[config.mk]
export PLATFORM = sky130hd
export DESIGN_NAME = if_inst_queue
export DESIGN_NICKNAME = d
export VERILOG_FILES = /design/src/rtl/if_inst_queue_pkg.sv /design/src/rtl/if_queue_fifo.sv /design/src/rtl/if_inst_queue.sv
export SDC_FILE = /design/constraint.sdc
export NUM_CORES = 1
export LEC_CHECK = 0
export ABC_AREA = 1
export BUFFER_PORTS_ARGS = -buffer_cell sky130_fd_sc_hd__buf_2
export CORE_MARGIN = 2
export CORE_UTILIZATION = 35
export DETAILED_ROUTE_END_ITERATION = 8
export HOLD_SLACK_MARGIN = 0.1
export PLACE_DENSITY = 0.5
export SYNTH_ARGS = -nofsm -noshare
export SYNTH_HDL_FRONTEND = slang
export SYNTH_SLANG_ARGS = --single-unit
[constraint.sdc]
create_clock -name clk -period 6 [get_ports clk]
set_input_delay 0.3 -clock clk [delete_from_list [all_inputs] [get_ports clk]]
set_output_delay 0.3 -clock clk [all_outputs]
set_load 0.1 [all_outputs]
[src/rtl/if_inst_queue_pkg.sv]
`default_nettype none
// ============================================================================
//  Module      : if_inst_queue_pkg
//  Description : Shared core types for the instruction-fetch queue: address
//                and data widths, exception bit positions, queue entry.
//  Revision    : 1.0 - initial release
// ============================================================================
package if_inst_queue_pkg;

    localparam int ADDR_WIDTH = 32;
    localparam int DATA_WIDTH = 32;

    // Bit positions inside the 4-bit exception vector {ppi,pif,tlbr,adef}
    localparam int EXC_ADEF = 0;
    localparam int EXC_TLBR = 1;
    localparam int EXC_PIF  = 2;
    localparam int EXC_PPI  = 3;

    typedef struct packed {
        logic [ADDR_WIDTH-1:0] pc;
        logic                  branch;
        logic [ADDR_WIDTH-1:0] branch_addr;
        logic [DATA_WIDTH-1:0] inst;
        logic                  adef;
        logic                  filled;
    } iq_entry_t;

endpackage : if_inst_queue_pkg
`default_nettype wire

[src/rtl/if_queue_fifo.sv]
`default_nettype none
// ============================================================================
//  Module      : if_queue_fifo
//  Description : Circular entry store for the fetch queue. Entries are
//                allocated at the tail, filled out of band (oldest unfilled
//                first) and popped from the head in allocation order.
//  Revision    : 1.0 - initial release
// ============================================================================
module if_queue_fifo
    import if_inst_queue_pkg::*;
#(
    parameter int DEPTH = 4
) (
    input  logic                  clk_i,
    input  logic                  rst_ni,
    input  logic                  flush_i,
    input  logic                  push_i,
    input  iq_entry_t             push_entry_i,
    input  logic                  fill_i,
    input  logic [DATA_WIDTH-1:0] fill_data_i,
    input  logic                  pop_i,
    output iq_entry_t             head_o,
    output logic                  full_o
);

    localparam int PTR_W = $clog2(DEPTH);
    localparam int CNT_W = $clog2(DEPTH + 1);
    localparam logic [CNT_W-1:0] c_CNT_ONE = 1;
    localparam logic [PTR_W-1:0] c_PTR_ONE = 1;

    iq_entry_t              mem_q [DEPTH];
    logic [DEPTH-1:0]       filled_q;
    logic [PTR_W-1:0]       head_q, tail_q;
    logic [CNT_W-1:0]       count_q;
    logic                   fill_hit;
    logic [PTR_W-1:0]       fill_idx;

    assign full_o = (count_q == CNT_W'(DEPTH));

    // Locate the oldest allocated entry still waiting for its word; words
    // come back in request order, so this is always the right target.
    always_comb begin
        fill_hit = 1'b0;
        fill_idx = '0;
        for (int i = 0; i < DEPTH; i++) begin
            if (!fill_hit && (i < int'(count_q)) && !filled_q[head_q + PTR_W'(i)]) begin
                fill_hit = 1'b1;
                fill_idx = head_q + PTR_W'(i);
            end
        end
    end

    // Head view: storage payload with the live filled flag substituted in.
    always_comb begin
        head_o        = mem_q[head_q];
        head_o.filled = filled_q[head_q];
    end

    // Pointer, occupancy and filled-flag bookkeeping.
    always_ff @(posedge clk_i or negedge rst_ni) begin
        if (!rst_ni) begin
            head_q   <= '0;
            tail_q   <= '0;
            count_q  <= '0;
            filled_q <= '0;
        end else if (flush_i) begin
            head_q   <= '0;
            tail_q   <= '0;
            count_q  <= '0;
            filled_q <= '0;
        end else begin
            if (push_i) begin
                tail_q           <= tail_q + c_PTR_ONE;
                filled_q[tail_q] <= push_entry_i.filled;
            end
            if (fill_i && fill_hit) begin
                filled_q[fill_idx] <= 1'b1;
            end
            if (pop_i) begin
                head_q           <= head_q + c_PTR_ONE;
                filled_q[head_q] <= 1'b0;
            end
            if (push_i && !pop_i) begin
                count_q <= count_q + c_CNT_ONE;
            end else if (!push_i && pop_i) begin
                count_q <= count_q - c_CNT_ONE;
            end
        end
    end

    // Entry payload storage; validity is carried by filled_q, so no reset.
    always_ff @(posedge clk_i) begin
        if (push_i) begin
            mem_q[tail_q] <= push_entry_i;
        end
        if (fill_i && fill_hit) begin
            mem_q[fill_idx].inst <= fill_data_i;
        end
    end

endmodule : if_queue_fifo
`default_nettype wire

[src/rtl/if_inst_queue.sv]
`default_nettype none
// ============================================================================
//  Module      : if_inst_queue
//  Description : Instruction-fetch queue. Issues instruction-SRAM requests
//                for offered PCs, parks them in order, fills them as words
//                return and hands completed entries to decode. Redirects
//                drop queued entries and discard words still in flight.
//  Revision    : 1.0 - initial release
// ============================================================================
module if_inst_queue
    import if_inst_queue_pkg::*;
#(
    parameter int DEPTH     = 4,
    parameter int MAX_OUTST = 2
) (
    input  logic                  clk,
    input  logic                  rst,
    input  logic                  in_valid,
    input  logic [ADDR_WIDTH-1:0] in_pc,
    input  logic                  in_branch,
    input  logic [ADDR_WIDTH-1:0] in_branch_addr,
    output logic                  in_ready,
    input  logic                  flush,
    output logic                  inst_req,
    output logic [ADDR_WIDTH-1:0] inst_addr,
    input  logic                  inst_addr_ok,
    input  logic                  inst_data_ok,
    input  logic [DATA_WIDTH-1:0] inst_rdata,
    output logic                  out_valid,
    input  logic                  out_ready,
    output logic [ADDR_WIDTH-1:0] out_pc,
    output logic [DATA_WIDTH-1:0] out_inst,
    output logic                  out_branch,
    output logic [ADDR_WIDTH-1:0] out_branch_addr,
    output logic [3:0]            out_except_type
);

    localparam int OC_W = $clog2(MAX_OUTST + 1);
    localparam logic [OC_W-1:0] c_OC_ONE = 1;

    logic [OC_W-1:0] outst_q, outst_d;
    logic [OC_W-1:0] discard_q, discard_d;
    logic            w_aligned;
    logic            w_slot_free;
    logic            w_push;
    logic            w_req_acc;
    logic            w_fill;
    logic            w_pop;
    logic            w_full;
    iq_entry_t       w_push_entry;
    iq_entry_t       w_head;

    assign w_aligned   = (in_pc[1:0] == 2'b00);
    assign w_slot_free = !w_full;

    // rst gating keeps the handshakes quiet while reset is held.
    assign inst_req  = rst && in_valid && w_aligned && !flush && w_slot_free
                       && (outst_q < OC_W'(MAX_OUTST));
    assign inst_addr = in_pc;
    assign in_ready  = w_aligned ? (inst_req && inst_addr_ok)
                                 : (rst && w_slot_free && !flush);

    assign w_push    = in_valid && in_ready;
    assign w_req_acc = w_push && w_aligned;
    assign w_fill    = inst_data_ok && (discard_q == '0) && !flush;
    assign w_pop     = out_valid && out_ready && !flush;

    // Misaligned PCs are complete on arrival: no fetch, zero word, adef set.
    always_comb begin
        w_push_entry             = '0;
        w_push_entry.pc          = in_pc;
        w_push_entry.branch      = in_branch;
        w_push_entry.branch_addr = in_branch_addr;
        w_push_entry.adef        = !w_aligned;
        w_push_entry.filled      = !w_aligned;
    end

    if_queue_fifo #(
        .DEPTH (DEPTH)
    ) u_fifo (
        .clk_i        (clk),
        .rst_ni       (rst),
        .flush_i      (flush),
        .push_i       (w_push),
        .push_entry_i (w_push_entry),
        .fill_i       (w_fill),
        .fill_data_i  (inst_rdata),
        .pop_i        (w_pop),
        .head_o       (w_head),
        .full_o       (w_full)
    );

    assign out_valid       = w_head.filled;
    assign out_pc          = w_head.pc;
    assign out_inst        = w_head.inst;
    assign out_branch      = w_head.branch;
    assign out_branch_addr = w_head.branch_addr;

    // Exception vector; only adef can be raised by this stage.
    always_comb begin
        out_except_type           = 4'b0000;
        out_except_type[EXC_ADEF] = out_valid && w_head.adef;
    end

    // Outstanding-request and discard counter next-state.
    always_comb begin
        outst_d   = outst_q;
        discard_d = discard_q;
        if (w_req_acc && !inst_data_ok) begin
            outst_d = outst_q + c_OC_ONE;
        end else if (!w_req_acc && inst_data_ok) begin
            outst_d = outst_q - c_OC_ONE;
        end
        if (flush) begin
            // Everything still in flight after this cycle belongs to killed PCs.
            discard_d = inst_data_ok ? (outst_q - c_OC_ONE) : outst_q;
        end else if (inst_data_ok && (discard_q != '0)) begin
            discard_d = discard_q - c_OC_ONE;
        end
    end

    // Counter registers.
    always_ff @(posedge clk or negedge rst) begin
        if (!rst) begin
            outst_q   <= '0;
            discard_q <= '0;
        end else begin
            outst_q   <= outst_d;
            discard_q <= discard_d;
        end
    end

endmodule : if_inst_queue
`default_nettype wire

* Word level (Yosys, flattened, before mapping)
Memories as Yosys holds them, arrays and structs flattened.
Cells that the tools add are included.
** Cells by class
- Add/sub/neg operators :: 9
- Order comparisons :: 14
- Equality and inequality tests :: 1
- Mux-type cells :: 46
- Bitwise operators :: 3
- Reduce and logical (&&, ||, !) cells :: 53
** Operator list (count)
- logical AND 1 bit :: 31
- two-way mux 2 bit :: 13
- two-way mux 4 bit :: 6
- less-than comparator 2 x 3 -> 1 bit, second input constant :: 6
- two-way mux 1 bit :: 16
- logical NOT 1 bit :: 14
- nonzero test 2 bit :: 5
- two-way mux 3 bit :: 3
- binary-select mux 1 bit (select 2 bit) :: 4
- adder 2 x 1 -> 2 bit, second input constant :: 3
- demux 1 bit (select 2 bit) :: 3
- >= comparator 2 x 1 -> 1 bit, second input constant :: 3
- less-than comparator 1 x 3 -> 1 bit, first input constant :: 2
- less-than comparator 2 x 3 -> 1 bit, first input constant :: 2
- adder 2 bit, second input constant :: 2
- bitwise AND 4 bit :: 1
- bitwise mux 4 bit :: 1
- logical NOT 2 bit :: 2
- inverter 4 bit :: 1
- OR 4 bit :: 1
- subtractor 2 x 1 -> 2 bit, second input constant :: 2
- adder 3 x 1 -> 3 bit, second input constant :: 1
- equality test 3 bit, second input constant :: 1
- nonzero test 3 bit :: 1
- other kinds (2) :: 2
** Storage, ports and cells
- Bits in registers :: 15
- Bits in writable memories :: 396
- Input port bits :: 104
- Output and inout port bits :: 136
- Logic and storage cells :: 133
- Memories :: 1
** Memories
- u_fifo.mem_q :: depth 4, bits a word 99, read ports 1, clocked after memory_dff 0, write ports 2, RTL line if_queue_fifo.sv:31 : iq_entry_t mem_q [DEPTH];

* Depth between registers and ports, before layout
- Depth in word-level cells :: 27
- Depth in mapped cells :: 17
- Mapped depth without buffers :: 13

* By module
Synthesis repeated with hierarchy kept, for this count alone.
** Unflattened totals
- Cell total of the unflattened synthesis :: 1750
- Area, all modules :: 18783.0 sq um
** By module, submodules not included
- if_queue_fifo :: times used 1, cells each 1656, area each 18139.9 sq um, seq. area each 12046.6 sq um
- if_inst_queue :: times used 1, cells each 94, area each 643.1 sq um, seq. area each 100.1 sq um

* Worst setup path after synthesis
Ideal clock, no wire load.
- Kind :: flip-flop to flip-flop
- Start point :: register u_fifo.count_q[0]
- End point :: register u_fifo.filled_q[2]
- Library setup time :: 0.084 ns
- Arrival time :: 5.941 ns
- Required time :: 5.916 ns
- Slack :: -0.025 ns
- Cell stages (with the launch flop) :: 13
- Buffers on the path :: 1
- Period minus slack after synthesis :: 6.025 ns
- Cell sequence :: dfrtp_1 -> inv_1 -> ha_1 -> nand2_1 -> nand2_1 -> nor2_1 -> inv_1 -> nor2_1 -> nand2_1 -> buf_2 -> nor2_1 -> o21ai_0 -> a21oi_1
** Between the ends
- Elaborated cells between the ends (all ways) :: 45
- Classes of those cells :: order compare: 6; eq/ne: 1; mux: 17; bitwise: 2; reduce/logical: 19
** RTL lines
- from (decl) :: RTL line if_queue_fifo.sv:34 : logic [CNT_W-1:0] count_q;
- from (signal assigned) :: RTL line if_queue_fifo.sv:84 : count_q <= count_q + c_CNT_ONE;
- from (signal assigned) :: RTL line if_queue_fifo.sv:86 : count_q <= count_q - c_CNT_ONE;
- equality test 3 bit (*) :: RTL line if_queue_fifo.sv:38 : assign full_o = (count_q == CNT_W'(DEPTH));
- logical NOT 1 bit (*) :: RTL line if_inst_queue.sv:54 : assign w_slot_free = !w_full;
- logical AND 1 bit :: RTL line if_inst_queue.sv:57 : assign inst_req = rst && in_valid && w_aligned && !flush && w_slot_free
- logical AND 1 bit :: RTL line if_inst_queue.sv:58 : && (outst_q < OC_W'(MAX_OUTST));
- logical AND 1 bit :: RTL line if_inst_queue.sv:60 : assign in_ready = w_aligned ? (inst_req && inst_addr_ok)
- two-way mux 1 bit (*) :: RTL line if_inst_queue.sv:60
- named net in_ready :: RTL line if_inst_queue.sv:22 : output logic in_ready,
- logical AND 1 bit (*) :: RTL line if_inst_queue.sv:63 : assign w_push = in_valid && in_ready;
- two-way mux 4 bit (*) :: RTL line if_queue_fifo.sv:72 : if (push_i) begin
- two-way mux 4 bit (*) :: RTL line if_queue_fifo.sv:66 : end else if (flush_i) begin
- OR 4 bit (no line)
- two-way mux 4 bit (*) :: RTL line if_queue_fifo.sv:76 : if (fill_i && fill_hit) begin
- two-way mux 4 bit (*) :: RTL line if_queue_fifo.sv:66
- bitwise AND 4 bit (no line)
- two-way mux 4 bit (*) :: RTL line if_queue_fifo.sv:79 : if (pop_i) begin
- two-way mux 4 bit (*) :: RTL line if_queue_fifo.sv:66
- to (signal, indexed assignment) :: RTL line if_queue_fifo.sv:74 : filled_q[tail_q] <= push_entry_i.filled;
- to (decl) :: RTL line if_queue_fifo.sv:32 : logic [DEPTH-1:0] filled_q;
Mark *: on every way through the listed nets, which the timed path passes. The rest lies on a longest branch. The select of a mux whose other input is x is not followed.
A chain may end at the register's enable or synchronous reset.

* Final worst setup path
- Start point :: register u_fifo.head_q[0]
- End point :: output port out_inst[29]
** Between the ends
- Word-level cells in the longest chain between the ends :: 1
** Ends and longest elaborated chain
- from (decl) :: RTL line if_queue_fifo.sv:33 : logic [PTR_W-1:0] head_q, tail_q;
- from (signal assigned) :: RTL line if_queue_fifo.sv:80 : head_q <= head_q + c_PTR_ONE;
- memory read (4 x 99 bit)
- to (decl) :: RTL line if_inst_queue.sv:32 : output logic [DATA_WIDTH-1:0] out_inst,
No other way between the ends.

==> results.txt <==
----------------------------------------------------
[Yosys]
  Post-synthesis instance area ... 16890 µm²
  Share of the synthesized netlist area taken by xor and xnor gates ... less than 1%
  Count of synthesis-stage warnings from yosys ... 0
  Most area-hungry cell type in the Yosys netlist ... sky130_fd_sc_hd__edfxtp_1
  Share of cell area taken by muxes after synthesis ... 0.06668%
  Fraction of the mapped netlist area in simple logic gates ... 11.07%
  Cell variety after synth ... 32
  Dominant combinational cell family by area after synthesis ... simple AND/OR/NAND/NOR gates
  Cell types with the largest area share after synthesis ... sky130_fd_sc_hd__edfxtp_1 70%, sky130_fd_sc_hd__nor2_1 7.5%, sky130_fd_sc_hd__o21ai_0 6.0%
  Fraction of synthesized cell area taken by the top area cell type ... a little over two thirds
  Post-synthesis instance total ... 1361
  Adder and majority gate portion of the synthesized area ... less than 1%
  Post-Synthesis Mean Instance Area ... 12.41 µm²
  Complex-gate fraction of the synthesized area ... 10.29%
  Sequential-to-total area share from yosys stat ... ~72%
  Seq cells post-synth ... about 410

[Job]
  Number of max-capacitance violations reported ... 0

[Global route]
  Global-route total usage across every layer ... about 17%
  Vias in the first global route ... 11162
  Wire length of the first global-routing pass ... 64.60 mm
  Antenna violations before repair ... 1
  Pin count of the biggest net entering global routing ... approximately 110
  Met2 track demand over resource in global routing ... about 28%
  Met1 GRT Util ... around 22%
  Final global-route overflow total ... 0
  Met3 usage in global routing ... under 10%
  Layer with the highest usage ... met2

[Power]
  Clk pwr share ... 33.8%
  Largest vdd supply drop ... around 0.22 mV
  Leakage power figure ... between 7 and 8 nW
  Switching Fraction ... 35.21%
  Power density over the cells ... 388.3 nW/µm²
  Internal power ... 0.005228 W
  Portion of total power attributed to combinational logic ... between 20% and 30%
  Power dissipated by switching net loads ... roughly 0.0028 W
  Part of the total power dissipated in sequential elements ... approximately two fifths

[Setup path]
  Element type at the critical path end ... output pin
  R2R Setup Slk ... ~1.8 ns
  CP Data Arrival Time ... 3.91 ns
  Worst Setup Path Type ... reg -> out
  Largest fanout on the critical path ... 110
  Launching point of the worst reg2reg path ... u_fifo.head_q[0]$_DFFE_PN0P_
  Required time at the endpoint of the critical path ... between 5 and 6 ns
  Depth of the worst register-to-register path ... 12
  Type of element launching the critical path ... flip-flop
  Capture point of the worst reg-to-reg path ... u_fifo.mem_q[2][2]$_DFFE_PP_

[Clocking]
  CTS Sinks ... 407
  H-Tree Level Count ... 2
  Maximum count of clock buffers along a single path ... 3
  Clock latency at the later pin of the worst-skew pair ... 0.57 ns
  Clock transition at the register clock pins on the worst setup and hold paths after CTS ... approximately 0.060 ns
  Clk Tree Root Cell ... sky130_fd_sc_hd__clkbuf_16
  Total setup buffers inserted after CTS ... 0
  CTS tree ... done
  # hold bufs at CTS ... 94
  Number of resized instances in the post-cts repair step ... 0
  Number of buffers added by the clock tree synthesis step ... 45

[STA]
  Pin slew with the least headroom to its limit ... about 1 ns
  Final period util ... 70.20%
  Upper clock frequency limit ... roughly 240 MHz
  Final count of hold timing violations ... 0
  Final number of setup-violating endpoints ... 0
  Clock period minus worst slack ... 4.212 ns
  Max_slew headroom ... 31.60%
  Count of final max-slew check failures ... 0
  Maximum clock skew at final layout ... 0.02289 ns
  Worst hold margin ... between 0.1 and 0.15 ns
  Unrepaired setup endpoints after global routing ... false

[Worst hold path]
  Hold Path Origin ... inst_rdata[1]
  Count of cells along the worst hold path ... 3
  Sink of the worst hold path ... u_fifo.mem_q[3][3]$_DFFE_PP_
  Path type of the worst min-delay path ... in -> reg

[Route]
  Final antenna-violating net count ... 0
  Post-Route WL ... between 40 and 50 mm
  Post-route DRC violation count ... 0
  1st-iter DRT viols ... about 740
  Detail-routed net length per standard cell ... roughly 18 µm
  Vias ... 11162
  Number of search-and-repair iterations in the first detailed-routing pass ... 4
  Vias per inst ... ~4.9

[Placement]
  DP HPWL ... between 20 and 25 mm
  Port buffer count ... roughly 240
  GPL Wtd Cong ... around 0.75
  Post-detailed-placement cell area ... between 15000 and 20000 µm²

[Floorplanning]
  Initial standard-cell utilization of the core ... between 30% and 40%
  Die Y-Extent ... about 220 µm
  Number of placement rows ... 80
  Floorplan core area ... 47650 µm²
  Die Footprint ... roughly 50000 µm²
  Horiz. Die Dim ... about 220 µm
  Number of ports placed on the die boundary ... 240

[Cells and area]
  Area growth syn-to-layout ... 23.04%
  Core occupancy in the finished layout ... a little over two fifths
  Total number of nets in the final design ... approximately 1800
  Post-route cell area ... 20780 µm²
  Ant. Diodes ... 0
  Ratio of cells with drive above 1 in the final layout ... 22.04%

[Run status]
  Outcome ... finished, final reports clean

----------------------------------------------------
[layout by cell type, fill, tap and decap left out, types with 7 or more instances in the layout]
cell / instances
sky130_fd_sc_hd__nor2_2: 11
sky130_fd_sc_hd__clkbuf_16: 46
sky130_fd_sc_hd__ha_1: 13
sky130_fd_sc_hd__dlygate4sd3_1: 94
sky130_fd_sc_hd__nand3_2: 10
sky130_fd_sc_hd__o22ai_1: 101
sky130_fd_sc_hd__o21ai_0: 198
sky130_fd_sc_hd__inv_1: 62
sky130_fd_sc_hd__nand3_1: 13
sky130_fd_sc_hd__edfxtp_1: 392
sky130_fd_sc_hd__clkbuf_1: 9
sky130_fd_sc_hd__buf_4: 20
sky130_fd_sc_hd__nand2_1: 42
sky130_fd_sc_hd__buf_2: 236
sky130_fd_sc_hd__a21oi_1: 7
sky130_fd_sc_hd__nor2_4: 8
sky130_fd_sc_hd__clkinv_1: 10
sky130_fd_sc_hd__dfrtp_1: 13
sky130_fd_sc_hd__o21ai_1: 12
sky130_fd_sc_hd__clkinv_2: 8
sky130_fd_sc_hd__nor2_1: 333
[stage by stage]
| step | setup WS, ns | setup TNS (ns) | total power, W | cells |
|---|---|---|---|---|
| after floorplan | -0.02488 | -0.04975 | 0.004994 | 1363 |
| after global routing | 1.402 | 0 | 0.008378 | 2294 |
| after detailed placement | 1.767 | 0 | 0.005367 | 2119 |
| after CTS | 1.720 | 0 | 0.008157 | 2294 |
| final | 1.788 | 0 | 0.008069 | 2294 |
| after global placement | 1.841 | 0 | 0.005353 | 2119 |
[cells in the mapped netlist, drive strengths merged]
cell type,number
clkbuf,61
mux2,1
nand4,3
o22ai,101
nand2,49
xor2,3
ha,13
nor3,1
inv,65
nor2,353
o21ai,214
clkinv,1
dfrtp,15
buf,54
a21oi,7
xnor2,2
conb,1
nand3,25
edfxtp,392
[worst max-delay path: stages (launching register included)]
cell,delay (ns)
sky130_fd_sc_hd__dfrtp_4,0.69
sky130_fd_sc_hd__inv_6,0.65
sky130_fd_sc_hd__buf_4,0.90
sky130_fd_sc_hd__o21ai_0,0.17
sky130_fd_sc_hd__o22ai_1,0.32
sky130_fd_sc_hd__buf_2,0.50
[worst max path at each step]
stage / startpoint / end / slack, ns
global route: u_fifo.head_q[0]$_DFFE_PN0P_ / u_fifo.mem_q[2][2]$_DFFE_PP_ / 1.40
finish: u_fifo.head_q[0]$_DFFE_PN0P_ / out_inst[29] / 1.79
floorplan: u_fifo.count_q[0]$_DFFE_PN0P_ / u_fifo.filled_q[2]$_DFF_PN0_ / -0.02
CTS: u_fifo.head_q[0]$_DFFE_PN0P_ / out_inst[29] / 1.72
detailed placement: u_fifo.head_q[0]$_DFFE_PN0P_ / u_fifo.mem_q[2][29]$_DFFE_PP_ / 1.77
global placement: u_fifo.head_q[0]$_DFFE_PN0P_ / u_fifo.mem_q[2][29]$_DFFE_PP_ / 1.84
[sequential cells by signal, indices dropped and copies added, names as in the netlist]
signal	flops
u_fifo.head_q	2
u_fifo.count_q	3
u_fifo.mem_q	392
discard_q	2
u_fifo.tail_q	2
u_fifo.filled_q	4
outst_q	2
[cell type report]
cell class,count,area (µm²)
inverters,66,252.7
multi-input cells,775,3881
fillers,4425,26870
flip-flops and latches,407,12150
clock buffers,55,1185
clock inverters,26,264.0
repair buffers,350,2272
well taps,615,769.5
[power by group through the flow]
stage	clock (W)	combinational, W	sequential, W
2_1_floorplan	0	0.00165	0.00334
3_3_place_gp	0	0.00200	0.00336
3_5_place_dp	0	0.00201	0.00336
4_1_cts	0.00280	0.00206	0.00330
5_1_grt	0.00291	0.00217	0.00331
6_report	0.00273	0.00205	0.00330
[cells by family after synthesis]
group / count (synthesis)
simple gates: 431
compound gates: 322
flops: 407
xor+xnor: 5
other cells: 1
buf+inv: 181
mux: 1
fa+ha+maj: 13
[routing by layer]
metal	wire length (µm)	vias to the layer above
li1	-	5383
met1	19120	5461
met2	19870	257
met3	2355	59
met4	773	2
met5	13	-
Note: power is estimated with default switching activity, not from simulation.
